**config.mk**
```make
export PLATFORM = sky130hd
export DESIGN_NAME = anc_sample_scheduler
export DESIGN_NICKNAME = d
export VERILOG_FILES = /design/src/rtl/anc_sample_scheduler.sv
export SDC_FILE = /design/constraint.sdc
export NUM_CORES = 1
export LEC_CHECK = 0
export BUFFER_PORTS_ARGS = -buffer_cell sky130_fd_sc_hd__buf_2
export CAP_MARGIN = 5
export CORE_MARGIN = 2
export CORE_UTILIZATION = 50
export DETAILED_ROUTE_END_ITERATION = 7
export GPL_ROUTABILITY_DRIVEN = 0
export PLACE_DENSITY = 0.71
export REMOVE_ABC_BUFFERS = 1
export SKIP_CTS_REPAIR_TIMING = 1
export SKIP_LAST_GASP = 1
export SLEW_MARGIN = 40
export SYNTH_ARGS = -nofsm -noshare
export SYNTH_HDL_FRONTEND = slang
export SYNTH_SLANG_ARGS = --single-unit
```
**constraint.sdc**
```tcl
create_clock -name clk -period 2.95 [get_ports clk]
set_input_delay 0.59 -clock clk [delete_from_list [all_inputs] [get_ports clk]]
set_output_delay 0.59 -clock clk [all_outputs]
set_load 0.05 [all_outputs]
```
**src/rtl/anc_sample_scheduler.sv**
```systemverilog
// anc_sample_scheduler: queues (e, x, a) sample triplets in a small FIFO and
// issues one triplet per ANC FIR/LMS pass, with an annealed LMS step size.
//
// Handshakes:
//   source side: a sample moves on an edge where s_valid && s_ready. s_ready is
//                !full, derived from the occupancy before the edge. A sample
//                offered while full is dropped and counted; a pop on the same
//                edge does not rescue it.
//   ANC side:    an issue happens on an edge where the FSM is idle, the FIFO is
//                non-empty and anc_ready is high. anc_in_valid is then high for
//                exactly one cycle. The pass retires on anc_out_valid, which is
//                only observed while waiting.
module anc_sample_scheduler #(
  parameter int DEPTH       = 4,
  parameter int AW          = 2,
  parameter int DECAY_SHIFT = 10
) (
  input  logic        clk,
  input  logic        rst_n,
  input  logic        s_valid,
  output logic        s_ready,
  input  logic [15:0] s_e,
  input  logic [15:0] s_x,
  input  logic [15:0] s_a,
  input  logic [15:0] cfg_u_init,
  input  logic [15:0] cfg_u_min,
  input  logic        cfg_anneal_en,
  input  logic        cfg_load,
  output logic        anc_in_valid,
  input  logic        anc_ready,
  output logic [15:0] anc_e,
  output logic [15:0] anc_x,
  output logic [15:0] anc_a,
  output logic [15:0] anc_u,
  input  logic        anc_out_valid,
  output logic        busy,
  output logic        overrun,
  output logic [7:0]  ovf_count,
  output logic [15:0] issued_count,
  output logic        dbg_state_o
);

  typedef enum logic [0:0] {
    ST_IDLE = 1'b0,
    ST_WAIT = 1'b1
  } state_t;

  localparam logic [AW:0] FULL_CNT = (AW + 1)'(DEPTH);

  // FIFO storage and bookkeeping
  logic [47:0]            mem_q [DEPTH];
  logic [AW-1:0]          wr_ptr_q, rd_ptr_q;
  logic [AW:0]            count_q, count_d;

  // Sequencer and operand registers
  state_t                 state_q;
  logic                   anc_in_valid_q;
  logic [15:0]            anc_e_q, anc_x_q, anc_a_q, anc_u_q;

  // Step size and statistics
  logic [15:0]            u_cur_q, u_cur_d;
  logic [DECAY_SHIFT-1:0] anneal_cnt_q, anneal_cnt_d;
  logic                   overrun_q;
  logic [7:0]             ovf_count_q;
  logic [15:0]            issued_count_q;

  logic                   fifo_full, fifo_empty;
  logic                   push, drop, issue;
  logic                   anneal_wrap;
  logic signed [15:0]     u_half_s;
  logic [15:0]            u_annealed;
  logic [47:0]            head;

  assign fifo_full  = (count_q == FULL_CNT);
  assign fifo_empty = (count_q == '0);
  assign s_ready    = !fifo_full;
  assign push       = s_valid && !fifo_full;
  assign drop       = s_valid && fifo_full;
  assign issue      = (state_q == ST_IDLE) && !fifo_empty && anc_ready;
  assign head       = mem_q[rd_ptr_q];

  // Anneal fires on the issue edge where the counter wraps back to zero.
  assign anneal_wrap = issue && (anneal_cnt_q == '1);
  assign u_half_s    = $signed(u_cur_q) >>> 1;
  assign u_annealed  = (u_half_s < $signed(cfg_u_min)) ? cfg_u_min : u_half_s;

  // Occupancy next-state: a simultaneous push and pop leaves it unchanged.
  always_comb begin
    count_d = count_q;
    case ({push, issue})
      2'b10:   count_d = count_q + 1'b1;
      2'b01:   count_d = count_q - 1'b1;
      default: count_d = count_q;
    endcase
  end

  // Step size and anneal counter: cfg_load overrides any anneal on the same edge.
  always_comb begin
    u_cur_d      = u_cur_q;
    anneal_cnt_d = anneal_cnt_q;
    if (issue) begin
      anneal_cnt_d = anneal_cnt_q + 1'b1;
    end
    if (anneal_wrap && cfg_anneal_en) begin
      u_cur_d = u_annealed;
    end
    if (cfg_load) begin
      u_cur_d      = cfg_u_init;
      anneal_cnt_d = '0;
    end
  end

  // FIFO data array; contents are only meaningful between the pointers.
  always_ff @(posedge clk) begin
    if (push) begin
      mem_q[wr_ptr_q] <= {s_e, s_x, s_a};
    end
  end

  // FIFO pointers and occupancy.
  always_ff @(posedge clk or negedge rst_n) begin
    if (!rst_n) begin
      wr_ptr_q <= '0;
      rd_ptr_q <= '0;
      count_q  <= '0;
    end else begin
      if (push)  wr_ptr_q <= wr_ptr_q + 1'b1;
      if (issue) rd_ptr_q <= rd_ptr_q + 1'b1;
      count_q <= count_d;
    end
  end

  // Issue sequencer with registered strobe and operands; anc_u takes the
  // step size from before any anneal or load on the same edge.
  always_ff @(posedge clk or negedge rst_n) begin
    if (!rst_n) begin
      state_q        <= ST_IDLE;
      anc_in_valid_q <= 1'b0;
      anc_e_q        <= '0;
      anc_x_q        <= '0;
      anc_a_q        <= '0;
      anc_u_q        <= '0;
    end else begin
      anc_in_valid_q <= 1'b0;
      case (state_q)
        ST_IDLE: begin
          if (issue) begin
            anc_in_valid_q <= 1'b1;
            anc_e_q        <= head[47:32];
            anc_x_q        <= head[31:16];
            anc_a_q        <= head[15:0];
            anc_u_q        <= u_cur_q;
            state_q        <= ST_WAIT;
          end
        end
        ST_WAIT: begin
          if (anc_out_valid) begin
            state_q <= ST_IDLE;
          end
        end
        default: state_q <= ST_IDLE;
      endcase
    end
  end

  // Step size, anneal counter, and sample statistics.
  always_ff @(posedge clk or negedge rst_n) begin
    if (!rst_n) begin
      u_cur_q        <= '0;
      anneal_cnt_q   <= '0;
      overrun_q      <= 1'b0;
      ovf_count_q    <= '0;
      issued_count_q <= '0;
    end else begin
      u_cur_q      <= u_cur_d;
      anneal_cnt_q <= anneal_cnt_d;
      if (drop) begin
        overrun_q <= 1'b1;
        if (ovf_count_q != 8'hFF) ovf_count_q <= ovf_count_q + 1'b1;
      end
      if (issue) issued_count_q <= issued_count_q + 1'b1;
    end
  end

  assign anc_in_valid = anc_in_valid_q;
  assign anc_e        = anc_e_q;
  assign anc_x        = anc_x_q;
  assign anc_a        = anc_a_q;
  assign anc_u        = anc_u_q;
  assign busy         = (state_q != ST_IDLE) || !fifo_empty;
  assign overrun      = overrun_q;
  assign ovf_count    = ovf_count_q;
  assign issued_count = issued_count_q;
  assign dbg_state_o  = state_q;

endmodule

```
After elaboration in Yosys (flattened, before gate mapping)
Memories as Yosys holds them, arrays and structs flattened. A register that Yosys moved wholly into a read port is not among the register bits.
Index checks and enable logic that the tools add are counted.
W data, S select, Z words.
{"block": "totals", "mem_bits_rw": 192, "inputBits": 87, "ff_bits": 76, "mem_count": 1, "output_inout_bits": 93, "elab_cells": 57}
{"memory": "mem_q", "words": 4, "width": 48, "read_ports": 1, "rd_ports_with_merged_regs": 1, "wr": 1, "line": "51", "rtl": "logic [47:0] mem_q [DEPTH];"}
{"block": "classes", "mux": 12, "n_bitwise": 1, "reduce_logical": 18, "order_cmp": 1, "n_eq_ne": 5, "add_sub_neg": 7}
{"op": "$mux W16", "count": 3}
{"op": "$mux W10", "count": 2}
{"op": "$add A16 B1 Y16 const B", "count": 1}
{"op": "$lt A15 B16 Y1", "count": 1}
{"op": "$add A10 B1 Y10 const B", "count": 1}
{"op": "$eq A10 B10 Y1 const B", "count": 1}
{"op": "$add A8 B1 Y8 const B", "count": 1}
{"op": "$ne A8 B8 Y1 const B", "count": 1}
{"op": "$reduce_bool A2 Y1", "count": 4}
{"op": "$logic_and A1 B1 Y1", "count": 6}
{"op": "$pmux W3 S2", "count": 1}
{"op": "$reduce_and A2 Y1", "count": 3}
{"op": "$mux W1", "count": 5}
{"op": "$add A2 B1 Y2 const B", "count": 2}
{"op": "$add A3 B1 Y3 const B", "count": 1}
{"op": "$eq A3 B3 Y1 const B", "count": 1}
{"op": "$logic_not A1 Y1", "count": 3}
{"op": "$logic_not A3 Y1", "count": 1}
{"op": "$sub A3 B1 Y3 const B", "count": 1}
{"op": "$eq A2 B1 Y1 const B", "count": 1}
{"op": "$eq A2 B2 Y1 const B", "count": 1}
{"op": "$pmux W1 S2", "count": 1}
{"op": "$logic_or A1 B1 Y1", "count": 1}
{"op": "$not A1 Y1", "count": 1}

Logic depth before layout (Yosys ltp)
{"block": "depth", "ltp_word": 8, "mapped_depth": 11}

Least setup slack after synthesis
Ideal clock, no wire load.
{"block": "synth_path", "path_type": "register to register", "start": "register count_q[0]", "end": "memory mem_q[1][0] (enable)", "n_path_buf": 0, "arrival_time_ns": 2.225, "path_stages_with_launch": 5, "path_slack_ns": 0.314, "t_required_ns": 2.539, "cell_sequence": "dfrtp_1 nor2_1 and2_1 inv_1 and3_1"}
{"block": "synth_via", "elab_chain_len": 5}
{"item": "start, declared", "line": "53", "rtl": "logic [AW:0] count_q, count_d;"}
{"item": "start signal, assigned", "line": "129", "rtl": "count_q <= count_d;"}
{"item": "$eq A3 B3 Y1", "line": "74", "rtl": "assign fifo_full = (count_q == FULL_CNT);"}
{"item": "$logic_not A1 Y1"}
{"item": "named net s_ready", "line": "21", "rtl": "output logic s_ready,"}
{"item": "$logic_and A1 B1 Y1", "line": "77", "rtl": "assign push = s_valid && !fifo_full;"}
{"item": "$mux W1", "line": "115", "rtl": "if (push) begin"}
{"item": "$mux W1 (not written as such)", "line": "116", "rtl": "mem_q[wr_ptr_q] <= {s_e, s_x, s_a};"}
{"item": "end, declared", "line": "51"}
The timed path passes the listed nets, and every way through them passes these cells.

Worst setup path in the final report
{"block": "layout_path", "start": "register u_cur_q[15]", "end": "register u_cur_q[0]"}
{"block": "layout_via", "elab_chain_len": 4}
{"item": "start, declared", "line": "61", "rtl": "logic [15:0] u_cur_q, u_cur_d;"}
{"item": "start signal, assigned", "line": "175", "rtl": "u_cur_q <= u_cur_d;"}
{"item": "$lt A15 B16 Y1", "line": "85", "rtl": "assign u_annealed = (u_half_s < $signed(cfg_u_min)) ? cfg_u_min : u_half_s;"}
{"item": "$mux W16", "line": "85"}
{"item": "$mux W16", "line": "104", "rtl": "if (anneal_wrap && cfg_anneal_en) begin"}
{"item": "$mux W16", "line": "107", "rtl": "if (cfg_load) begin"}
No other way between the ends. The select of a mux whose other input is x is not followed.
A chain may end at the register's enable or synchronous reset.

==> flow_metrics.env <==
export IMPL_clkLatencyLatePin_ns=0.51
export IMPL_grt_ovfl_total=0
export IMPL_cp_cell_sequence="ha_1, nand4_2, a211oi_2, a311o_2, a2bb2oi_4, o221ai_1, nand2_1"
export IMPL_rsz0062_at_grt="no"
export IMPL_wl_met2_um=11870
export IMPL_slew_violations=0
export IMPL_drc=0
export IMPL_wl_met1_um=10570
export IMPL_root_buffer="clkbuf_16"
export IMPL_fp_dieW_um=163.5
export IMPL_portBuffers=179
export IMPL_syn2layout_area_growth_pct=20.28
export IMPL_synth_warnings=0
export IMPL_final_layout_size_suffix_gt1_frac=0.4068
export IMPL_setup_tns_ns=0
export IMPL_synth_ff_type="edfxtp_1"
export IMPL_synth_avg_cell_area_um2=17.35
export IMPL_die_y_um=163.5
export IMPL_routedWlPerCell_um=19.11
export IMPL_critPathArrivalTime_ns=2.84
export IMPL_grt_usage=0.1908
export IMPL_clock_path_buffers=3
export IMPL_finalCritPeriodShare=0.8177
export IMPL_grt_pass1_wl_um=39340
export IMPL_fin_nets=1053
export IMPL_clock_sinks=316
export IMPL_worst_path_max_fanout=14
export IMPL_vias=7003
export IMPL_p_leak_nw=6.178
export IMPL_synth_area_leaders="edfxtp_1 (45%), dfrtp_1 (24%), mux4_2 (8.5%)"
export IMPL_ant_nets=0
export IMPL_crit_type="reg2reg"
export IMPL_synth_area_um2=12720
export IMPL_cpPeakStageDelay_ns=0.48
export IMPL_layout_min_cycle_time_ns=2.412
export IMPL_core_um2=25110
export IMPL_fin_util=0.6093
export IMPL_worstMarginPinSlew_ns=0.6611
export IMPL_synth_edf_count=192
export IMPL_clock_skew_ns=0.02027
export IMPL_maxCapViolCount=0
export IMPL_min_delay_path_class="in2async"
export IMPL_io_pins=180
export IMPL_worstPathRequired_ns=3.38
export IMPL_grt_pass1_vias=7211
export IMPL_grt_max_degree=63
export IMPL_finalSetupViolCount=0
export IMPL_cts_buffers=34
export IMPL_async_reset_ff_frac=0.3924
export IMPL_start_kind="flip-flop"
export IMPL_synth_seq_cells=316
export IMPL_synth_largest_area_cell="edfxtp_1"
export IMPL_ir_worst_vdd_v=0.0007810
export IMPL_p_per_area_nw_per_um2=1074
export IMPL_postPlaceCellArea_um2=14210
export IMPL_wl_met3_um=1996
export IMPL_cts_max_level=2
export IMPL_dieArea_um2=26730
export IMPL_rows=58
export IMPL_dp_hpwl_um=16020
export IMPL_critPathCaptureType="flip-flop"
export IMPL_antenna_found_initial=4
export IMPL_dr_pass1_iters=4
export IMPL_top_layer="met5"
export IMPL_synth_top_area_frac=0.4533
export IMPL_wl_um=24830
export IMPL_dp_cells=1236
export IMPL_clk_pin_slew_ns=0.06
export IMPL_synth_distinct_cells=52
export IMPL_hold_violations=0
export IMPL_max_slew_margin=0.5593
export IMPL_synthCells=733
export IMPL_max_freq_mhz=414.5
export IMPL_dr_first_iter_drc_count=558
export IMPL_tritoncts="done"
export IMPL_start_util=0.5066
export IMPL_final_cells=1299
export IMPL_seq_area_frac_synth=0.6972
export IMPL_slowest_stage="a2bb2oi_4"
export IMPL_run_status="finished, final reports clean"
export IMPL_fin_area_um2=15300
export IMPL_viasPerCell=5.391
[final timing paths]
kind                            slack [ns]           end  cells past startpoint        start
worst max-delay path                  0.54    u_cur_q[0]                      7  u_cur_q[15]
worst max register to register        0.54    u_cur_q[0]                      7  u_cur_q[15]
worst min-delay path                  0.10     anc_u[15]                      1        rst_n
worst min register to register        0.47       overrun                      1      overrun
min in group clk                      0.29  mem_q[3][26]                      1      s_x[10]
max in group asynchronous             2.01      anc_e[6]                      2        rst_n
[sequential cells by signal (all words and copies together), names as in the netlist, 3 cells and up]
signal / flops
mem_q: 192
anc_a: 16
anc_e: 16
anc_u: 16
anc_x: 16
issued_count: 16
u_cur_q: 16
anneal_cnt_q: 10
ovf_count: 8
count_q: 3
[synthesized netlist by cell type, drive strengths merged, types with 2 or more instances]
| library cell | number |
|---|---|
| inv | 40 |
| nand2 | 43 |
| nor3 | 3 |
| nor3b | 2 |
| mux2 | 66 |
| edfxtp | 192 |
| a21oi | 18 |
| clkbuf | 12 |
| ha | 23 |
| buf | 16 |
| nand2b | 2 |
| o221ai | 15 |
| mux4 | 48 |
| dfrtp | 124 |
| nand3 | 8 |
| xnor2 | 17 |
| mux2i | 2 |
| nor2 | 24 |
| xor2 | 20 |
| o21ai | 5 |
| and3 | 10 |
| and2 | 4 |
| a21o | 2 |
| a211oi | 3 |
| nand4 | 15 |
| and4 | 2 |
| a311o | 3 |
[metal layers]
metal,GRT usage,vias to the layer above
met1,0.2568,3540
met5,0,-
met3,0.05510,34
met2,0.3115,222
li1,-,3205
met4,0.04346,2
[critical path: cells and delay by family (launching register included)]
| kind | cells | cell delay (ns) |
|---|---|---|
| adder cells (fa/ha/maj) | 1 | 0.35 |
| AND/OR/NAND/NOR | 2 | 0.30 |
| AO/OA/AOI/OAI | 4 | 1.23 |
| flip-flops | 1 | 0.46 |
[report_power, final]
group          switching [mW]  leakage (nW)  internal (mW)
registers               0.663          3.28           5.93
logic                    3.64          2.37           2.10
clock network            1.65         0.526           2.46
total                    5.95          6.18           10.5
[cell families (layout without fill, tap and decap cells)]
group | Yosys count | after routing | synth area share
and+or+nand+nor | 115 | 115 | 0.04427
adders and majority gates | 24 | 24 | 0.02420
DFF | 316 | 316 | 0.6972
AOI/OAI and AO/OA | 57 | 57 | 0.04112
buffers and inverters | 68 | 301 | 0.02272
muxes | 116 | 116 | 0.1450
other | 0 | 3 | 0
xor gates and xnor gates | 37 | 37 | 0.02548
[layout make-up]
| type | count | area, µm² |
|---|---|---|
| Multi-Input combinational cell | 349 | 3591 |
| Sequential cell | 316 | 8874 |
| Antenna cell | 3 | 7.507 |
| Clock buffer | 46 | 915.9 |
| Tap cell | 330 | 412.9 |
| Timing Repair Buffer | 201 | 1180 |
| Inverter | 40 | 150.1 |
| Clock inverter | 14 | 168.9 |
| Fill cell | 1902 | 9809 |
[layout by cell type (no fill, tap or decap), drive strengths merged, types with 8 or more instances in the layout]
cell type	synthesis	final
a21oi	18	18
and3	10	10
buf	16	201
clkbuf	12	46
clkinv	0	9
dfrtp	124	124
edfxtp	192	192
ha	23	23
inv	40	41
mux2	66	66
mux4	48	48
nand2	43	43
nand3	8	8
nand4	15	15
nor2	24	24
o221ai	15	15
xnor2	17	17
xor2	20	20
[through the flow]
step	setup slack, ns	total power, mW	hold WS [ns]
5_1_grt	0.3778	17.25	0.1473
3_3_place_gp	0.07210	12.39	0.4458
3_5_place_dp	0.2564	12.51	0.4515
6_report	0.5377	16.43	0.1025
2_1_floorplan	-7.463	10.88	0.2944
4_1_cts	0.5349	16.67	0.1146
(Power assumes the default switching activity.)
